[src/rtl/sram_march_bist.sv]
// March BIST engine for a single-port SRAM: E0 up-write A, E1 down-read A,
// E2 up-write B, E3 up-read B, with a READ_LATENCY-deep compare pipeline.
module sram_march_bist #(
    parameter int unsigned ADDR_W       = 18,
    parameter int unsigned DATA_W       = 16,
    parameter int unsigned READ_LATENCY = 2
) (
    input  logic              Clock,
    input  logic              Resetn,
    input  logic              BIST_start,
    output logic [ADDR_W-1:0] BIST_address,
    output logic [DATA_W-1:0] BIST_write_data,
    output logic              BIST_we_n,
    input  logic [DATA_W-1:0] BIST_read_data,
    output logic              BIST_finish,
    output logic              BIST_mismatch,
    output logic [ADDR_W-1:0] BIST_fail_address,
    output logic [15:0]       BIST_error_count
);

    localparam int unsigned CNT_W = 16;
    localparam int unsigned DRN_W = 2;
    localparam logic [DRN_W-1:0] DRN_LAST = DRN_W'(READ_LATENCY - 1);

    typedef enum logic [2:0] {
        S_IDLE,
        S_WRITE,
        S_READ,
        S_DRAIN,
        S_END
    } state_e;

    state_e              state_q, state_d;
    logic [1:0]          elem_q, elem_d;
    logic [ADDR_W-1:0]   addr_q, addr_d;
    logic                we_n_q, we_n_d;
    logic                finish_q, finish_d;
    logic                mism_q, mism_d;
    logic [ADDR_W-1:0]   fail_addr_q, fail_addr_d;
    logic [CNT_W-1:0]    err_cnt_q, err_cnt_d;
    logic [DRN_W-1:0]    drain_q, drain_d;
    logic                start_q;

    logic                pv_q [READ_LATENCY];
    logic [ADDR_W-1:0]   pa_q [READ_LATENCY];
    logic [DATA_W-1:0]   pe_q [READ_LATENCY];

    logic                desc_c;
    logic                terminal_c;
    logic [ADDR_W-1:0]   addr_step_c;
    logic [DATA_W-1:0]   pattern_c;
    logic [1:0]          nxt_elem_c;
    logic [ADDR_W-1:0]   nxt_base_c;
    logic                start_edge_c;
    logic                cmp_fail_c;

    // Element decode: only E1 sweeps downward; E2/E3 use the inverted background.
    always_comb begin
        desc_c       = (elem_q == 2'd1);
        terminal_c   = desc_c ? (addr_q == '0) : (addr_q == '1);
        addr_step_c  = desc_c ? (addr_q - ADDR_W'(1)) : (addr_q + ADDR_W'(1));
        pattern_c    = elem_q[1] ? ~addr_q[DATA_W-1:0] : addr_q[DATA_W-1:0];
        nxt_elem_c   = elem_q + 2'd1;
        nxt_base_c   = (nxt_elem_c == 2'd1) ? '1 : '0;
        start_edge_c = BIST_start && !start_q;
        cmp_fail_c   = pv_q[READ_LATENCY-1] &&
                       (BIST_read_data != pe_q[READ_LATENCY-1]);
    end

    always_comb begin
        state_d     = state_q;
        elem_d      = elem_q;
        addr_d      = addr_q;
        we_n_d      = we_n_q;
        finish_d    = finish_q;
        mism_d      = mism_q;
        fail_addr_d = fail_addr_q;
        err_cnt_d   = err_cnt_q;
        drain_d     = drain_q;

        if (cmp_fail_c) begin
            mism_d = 1'b1;
            if (err_cnt_q != '1) begin
                err_cnt_d = err_cnt_q + CNT_W'(1);
            end
            if (!mism_q) begin
                fail_addr_d = pa_q[READ_LATENCY-1];
            end
        end

        case (state_q)
            S_IDLE: begin
                if (start_edge_c) begin
                    mism_d      = 1'b0;
                    err_cnt_d   = '0;
                    fail_addr_d = '0;
                    finish_d    = 1'b0;
                    elem_d      = 2'd0;
                    addr_d      = '0;
                    we_n_d      = 1'b0;
                    state_d     = S_WRITE;
                end
            end
            S_WRITE: begin
                if (terminal_c) begin
                    elem_d  = nxt_elem_c;
                    addr_d  = nxt_base_c;
                    we_n_d  = nxt_elem_c[0];
                    state_d = nxt_elem_c[0] ? S_READ : S_WRITE;
                end else begin
                    addr_d = addr_step_c;
                end
            end
            S_READ: begin
                drain_d = '0;
                if (terminal_c) begin
                    state_d = S_DRAIN;
                end else begin
                    addr_d = addr_step_c;
                end
            end
            S_DRAIN: begin
                // Hold the address until the last issued read has been compared.
                if (drain_q == DRN_LAST) begin
                    if (elem_q == 2'd3) begin
                        state_d = S_END;
                    end else begin
                        elem_d  = nxt_elem_c;
                        addr_d  = nxt_base_c;
                        we_n_d  = nxt_elem_c[0];
                        state_d = nxt_elem_c[0] ? S_READ : S_WRITE;
                    end
                end else begin
                    drain_d = drain_q + DRN_W'(1);
                end
            end
            S_END: begin
                finish_d = 1'b1;
                we_n_d   = 1'b1;
                addr_d   = '0;
                state_d  = S_IDLE;
            end
            default: begin
                state_d = S_IDLE;
            end
        endcase
    end

    always_ff @(posedge Clock or negedge Resetn) begin
        if (!Resetn) begin
            state_q     <= S_IDLE;
            elem_q      <= 2'd0;
            addr_q      <= '0;
            we_n_q      <= 1'b1;
            finish_q    <= 1'b0;
            mism_q      <= 1'b0;
            fail_addr_q <= '0;
            err_cnt_q   <= '0;
            drain_q     <= '0;
            start_q     <= 1'b0;
        end else begin
            state_q     <= state_d;
            elem_q      <= elem_d;
            addr_q      <= addr_d;
            we_n_q      <= we_n_d;
            finish_q    <= finish_d;
            mism_q      <= mism_d;
            fail_addr_q <= fail_addr_d;
            err_cnt_q   <= err_cnt_d;
            drain_q     <= drain_d;
            start_q     <= BIST_start;
        end
    end

    // Read-compare pipeline: stage 0 captures the read issued this cycle.
    always_ff @(posedge Clock or negedge Resetn) begin
        if (!Resetn) begin
            for (int unsigned i = 0; i < READ_LATENCY; i++) begin
                pv_q[i] <= 1'b0;
                pa_q[i] <= '0;
                pe_q[i] <= '0;
            end
        end else begin
            pv_q[0] <= (state_q == S_READ);
            pa_q[0] <= addr_q;
            pe_q[0] <= pattern_c;
            for (int unsigned i = 1; i < READ_LATENCY; i++) begin
                pv_q[i] <= pv_q[i-1];
                pa_q[i] <= pa_q[i-1];
                pe_q[i] <= pe_q[i-1];
            end
        end
    end

    assign BIST_address      = addr_q;
    assign BIST_write_data   = pattern_c;
    assign BIST_we_n         = we_n_q;
    assign BIST_finish       = finish_q;
    assign BIST_mismatch     = mism_q;
    assign BIST_fail_address = fail_addr_q;
    assign BIST_error_count  = err_cnt_q;

endmodule

[config.mk]
export PLATFORM = sky130hd
export DESIGN_NAME = sram_march_bist
export DESIGN_NICKNAME = d
export VERILOG_FILES = /design/src/rtl/sram_march_bist.sv
export SDC_FILE = /design/constraint.sdc
export NUM_CORES = 1
export LEC_CHECK = 0
export CAP_MARGIN = 15
export CORE_MARGIN = 2
export CORE_UTILIZATION = 30
export CTS_CLUSTER_DIAMETER = 100
export DETAILED_ROUTE_END_ITERATION = 6
export GPL_TIMING_DRIVEN = 0
export HOLD_SLACK_MARGIN = 0.05
export REMOVE_ABC_BUFFERS = 1
export SETUP_SLACK_MARGIN = 0.05
export SLEW_MARGIN = 20
export SYNTH_ARGS = -nofsm -noshare
export SYNTH_HDL_FRONTEND = slang
export SYNTH_SLANG_ARGS = --single-unit
[constraint.sdc]
create_clock -name Clock -period 4.8 [get_ports Clock]
set_clock_uncertainty 0.15 [all_clocks]
set_input_delay 0.48 -clock Clock [delete_from_list [all_inputs] [get_ports Clock]]
set_output_delay 0.48 -clock Clock [all_outputs]
set_load 0.1 [all_outputs]
==> qor.csv <==
metric;value;unit
final setup fails;0;
num rows;53;
XOR/XNOR Fraction of Synth Area;0.0770;
ANT cells;0;
CTS H-Tree Depth;4;
Total GRT Usage;0.150;
R2R setup slack;0.58;ns
area share of fa/ha/maj cells after synthesis;0.0177;
Post-CTS Setup Inserts;0;
Startpoint Class;flip-flop;
Post-Synth Simple-Gate Area;0.146;
mux share of post-synthesis cell area;0.0397;
Sum Neg Setup Slack;0;ns
Layout fillers;2061;
Pre-antenna DRT Iters;5;
Max Cap Viol;0;
area grow syn2layout;28.7;%
top-level port count;90;
Chip Height;150;µm
largest cells by area after synthesis;dfrtp_1 52%, xnor2_1 3.8%, xor2_1 3.8%;
TritonCTS Buffers;17;
antenna-violating nets left;0;
clock period minus worst slack;4.22;ns
CTS Sinks;133;
share of post-route cells with drive strength above 1;0.0732;
CP Launch Point;elem_q[1]$_DFFE_PN0P_;
Tightest Pin Transition;1.02;ns
full die area;22400;µm²
CP arrival;4.36;ns
DR iter-0 viols;314;
post-route cell area;8200;µm²
post-route non-filler standard cell count;972;
dominant synthesized flop cell;dfrtp_1;
Residual DRC;0;
worst reg2reg path startpoint;elem_q[1]$_DFFE_PN0P_;
Crit path largest cell delay;0.62;ns
Via density;5.07;
DP Wirelength;10900;µm
status;finished, final reports clean;
crit path kind;flip-flop to flip-flop;
number of synthesized flops with an enable pin;0;
asr flop ratio synth;1.00;
clk slew on worst S/H paths;0.06;ns
initial antenna violation count;0;
RSZ-0062 raised after global routing;false;
Root Buffer;clkbuf_16;
fin. max-slew vios;0;
first-pass GRT wire length;26000;µm
Req. time, crit path;4.94;ns
initial core utilization;0.304;
core region area;21000;µm²
top cell type's share of synthesized area;0.518;
YS warnings;0;
fin crit share;0.880;
Critical-path top delay cell;dfrtp_2;
Hold/Removal Path Class;flip-flop to flip-flop;
top cell family by delay on the critical path;simple AND/OR/NAND/NOR gates;
Post-DP Area;7540;µm²
WL per Instance;16.8;µm
Fin. Hold Viols;0;
routed via count;4924;
critical path buffer and inverter count;2;
FF/Latch Area;3330;µm²
WL final;16300;µm
Achievable Freq;0.237;GHz
CP Capture Type;flip-flop;
Syn Area/Cell;10.4;µm²
post-route core utilization;0.391;
most common cell in the netlist;dfrtp_1;
post-synthesis compound-gate area fraction;0.161;
vias in the first global route;4730;
Worst Min Path Start;pe_q[27]$_DFF_PN0_;
Crit Path Max Fanout;41;
post-synthesis cell type count;65;
register area share after synthesis;0.522;
post-synth top area cell;dfrtp_1;
largest net degree at the start of global routing;84;
fin nets;712;
main combinational cell family by area after synthesis;compound AO/OA/AOI/OAI gates;
TritonCTS clock tree;done;
die width;150;µm
post-synthesis cell count;613;
DP Cell Count;939;
top cells by count, synth;132 x dfrtp_1, 55 x nor2_1, 37 x nand2_1, 35 x a21oi_1, 29 x clkbuf_1;
Clock Tree Buf Depth;2;
clk_lat worst skew;0.41;ns
slew margin rel.;0.318;
crit path cell chain;inv_1 > ha_2 > buf_12 > or3b_2 > nor3_1 > or3b_4 > a32oi_4 > nor2_1 > a21oi_1 > o211ai_1;
mapped cell area;6370;µm²
Multi-input gate area;2830;µm²
#FFs+latches synth;133;
PortBufs;89;
routability cong.;0.853;
total congestion overflow;0;
-- logic make-up (layout without fill, tap and decap cells) --
family,after synthesis,after routing
multiplexers,25,25
buffers and inverters,59,143
flip-flops,133,133
XOR/XNOR,56,56
AO/OA/AOI/OAI,146,146
AND/OR/NAND/NOR,185,185
adder cells (fa/ha/maj),9,9
-- repair_timing --
action | 4_1_cts | 5_1_grt
hold buffers | 1 | 0
resized for setup | 0 | 1
endpoints found under the setup margin | 0 | 2
hold endpoints to repair | 50 | 0
-- worst register-to-register path: stages (launching register included) --
cell and delay [ns]:
dfrtp_2 0.62, inv_1 0.19, ha_2 0.41, buf_12 0.26
or3b_2 0.51, nor3_1 0.28, or3b_4 0.47, a32oi_4 0.60
nor2_1 0.30, a21oi_1 0.20, o211ai_1 0.11
-- worst paths after layout --
kind | cells past startpoint | endpoint
worst max register to register | 10 | BIST_address[9]$_DFFE_PN0P_
worst max-delay path | 10 | BIST_address[9]$_DFFE_PN0P_
max in group asynchronous | 3 | BIST_we_n$_DFFE_PN1P_
min in group asynchronous | 2 | BIST_error_count[7]$_DFF_PN0_
worst min-delay path | 0 | pe_q[11]$_DFF_PN0_
worst min register to register | 0 | pe_q[11]$_DFF_PN0_
-- per-layer routing --
metal | track usage | vias up | wire length, µm
met5 | 0 | - | 0
met3 | 0.0372 | 8 | 892
met2 | 0.236 | 171 | 7640
li1 | - | 2348 | -
met1 | 0.209 | 2397 | 7680
met4 | 0.0335 | 0 | 100
-- cell usage in the layout, fill, tap and decap left out, types with 5 or more instances in the layout --
master / instances
mux2i_1: 23
a21oi_1: 35
nand3_1: 12
or3_1: 9
a31oi_1: 7
ha_1: 8
inv_1: 18
nor4_1: 7
nand2_1: 37
nor2_1: 54
o31a_1: 5
nand4_1: 13
and2_1: 6
o31ai_1: 11
a21o_1: 6
a211o_1: 5
clkbuf_16: 17
clkbuf_8: 6
o211ai_1: 5
xor2_1: 28
clkdlybuf4s50_1: 88
o21ai_0: 25
nor3_1: 12
xnor2_1: 28
and3_1: 7
dfrtp_1: 131
o22ai_1: 5
-- final cells by class --
cell class	instances	area share
Sequential cell	133	0.406
Multi-Input combinational cell	421	0.345
Timing Repair Buffer	93	0.119
Clock buffer	24	0.0624
Tap cell	275	0.0419
Clock inverter	8	0.0174
Inverter	18	0.00824
-- per-stage QoR --
stage,hold slack (ns),setup WS (ns)
CTS,0.191,0.282
finish,0.191,0.577
floorplan,0.0344,0.622
global route,0.201,0.318
global placement,0.181,-2.16
detailed placement,0.185,0.303
-- sequential cells by signal, indices dropped and copies added, names as in the netlist, 2 cells and up --
signal and cells:
BIST_error_count 16, drain_q 2, pv_q 2, state_q 3, pe_q 32, pa_q 36, elem_q 2, BIST_fail_address 18
BIST_address 18
Power is left out: the tool's default activity adds up to more than one toggle a clock period on the data nets, which glitch-free logic cannot reach.
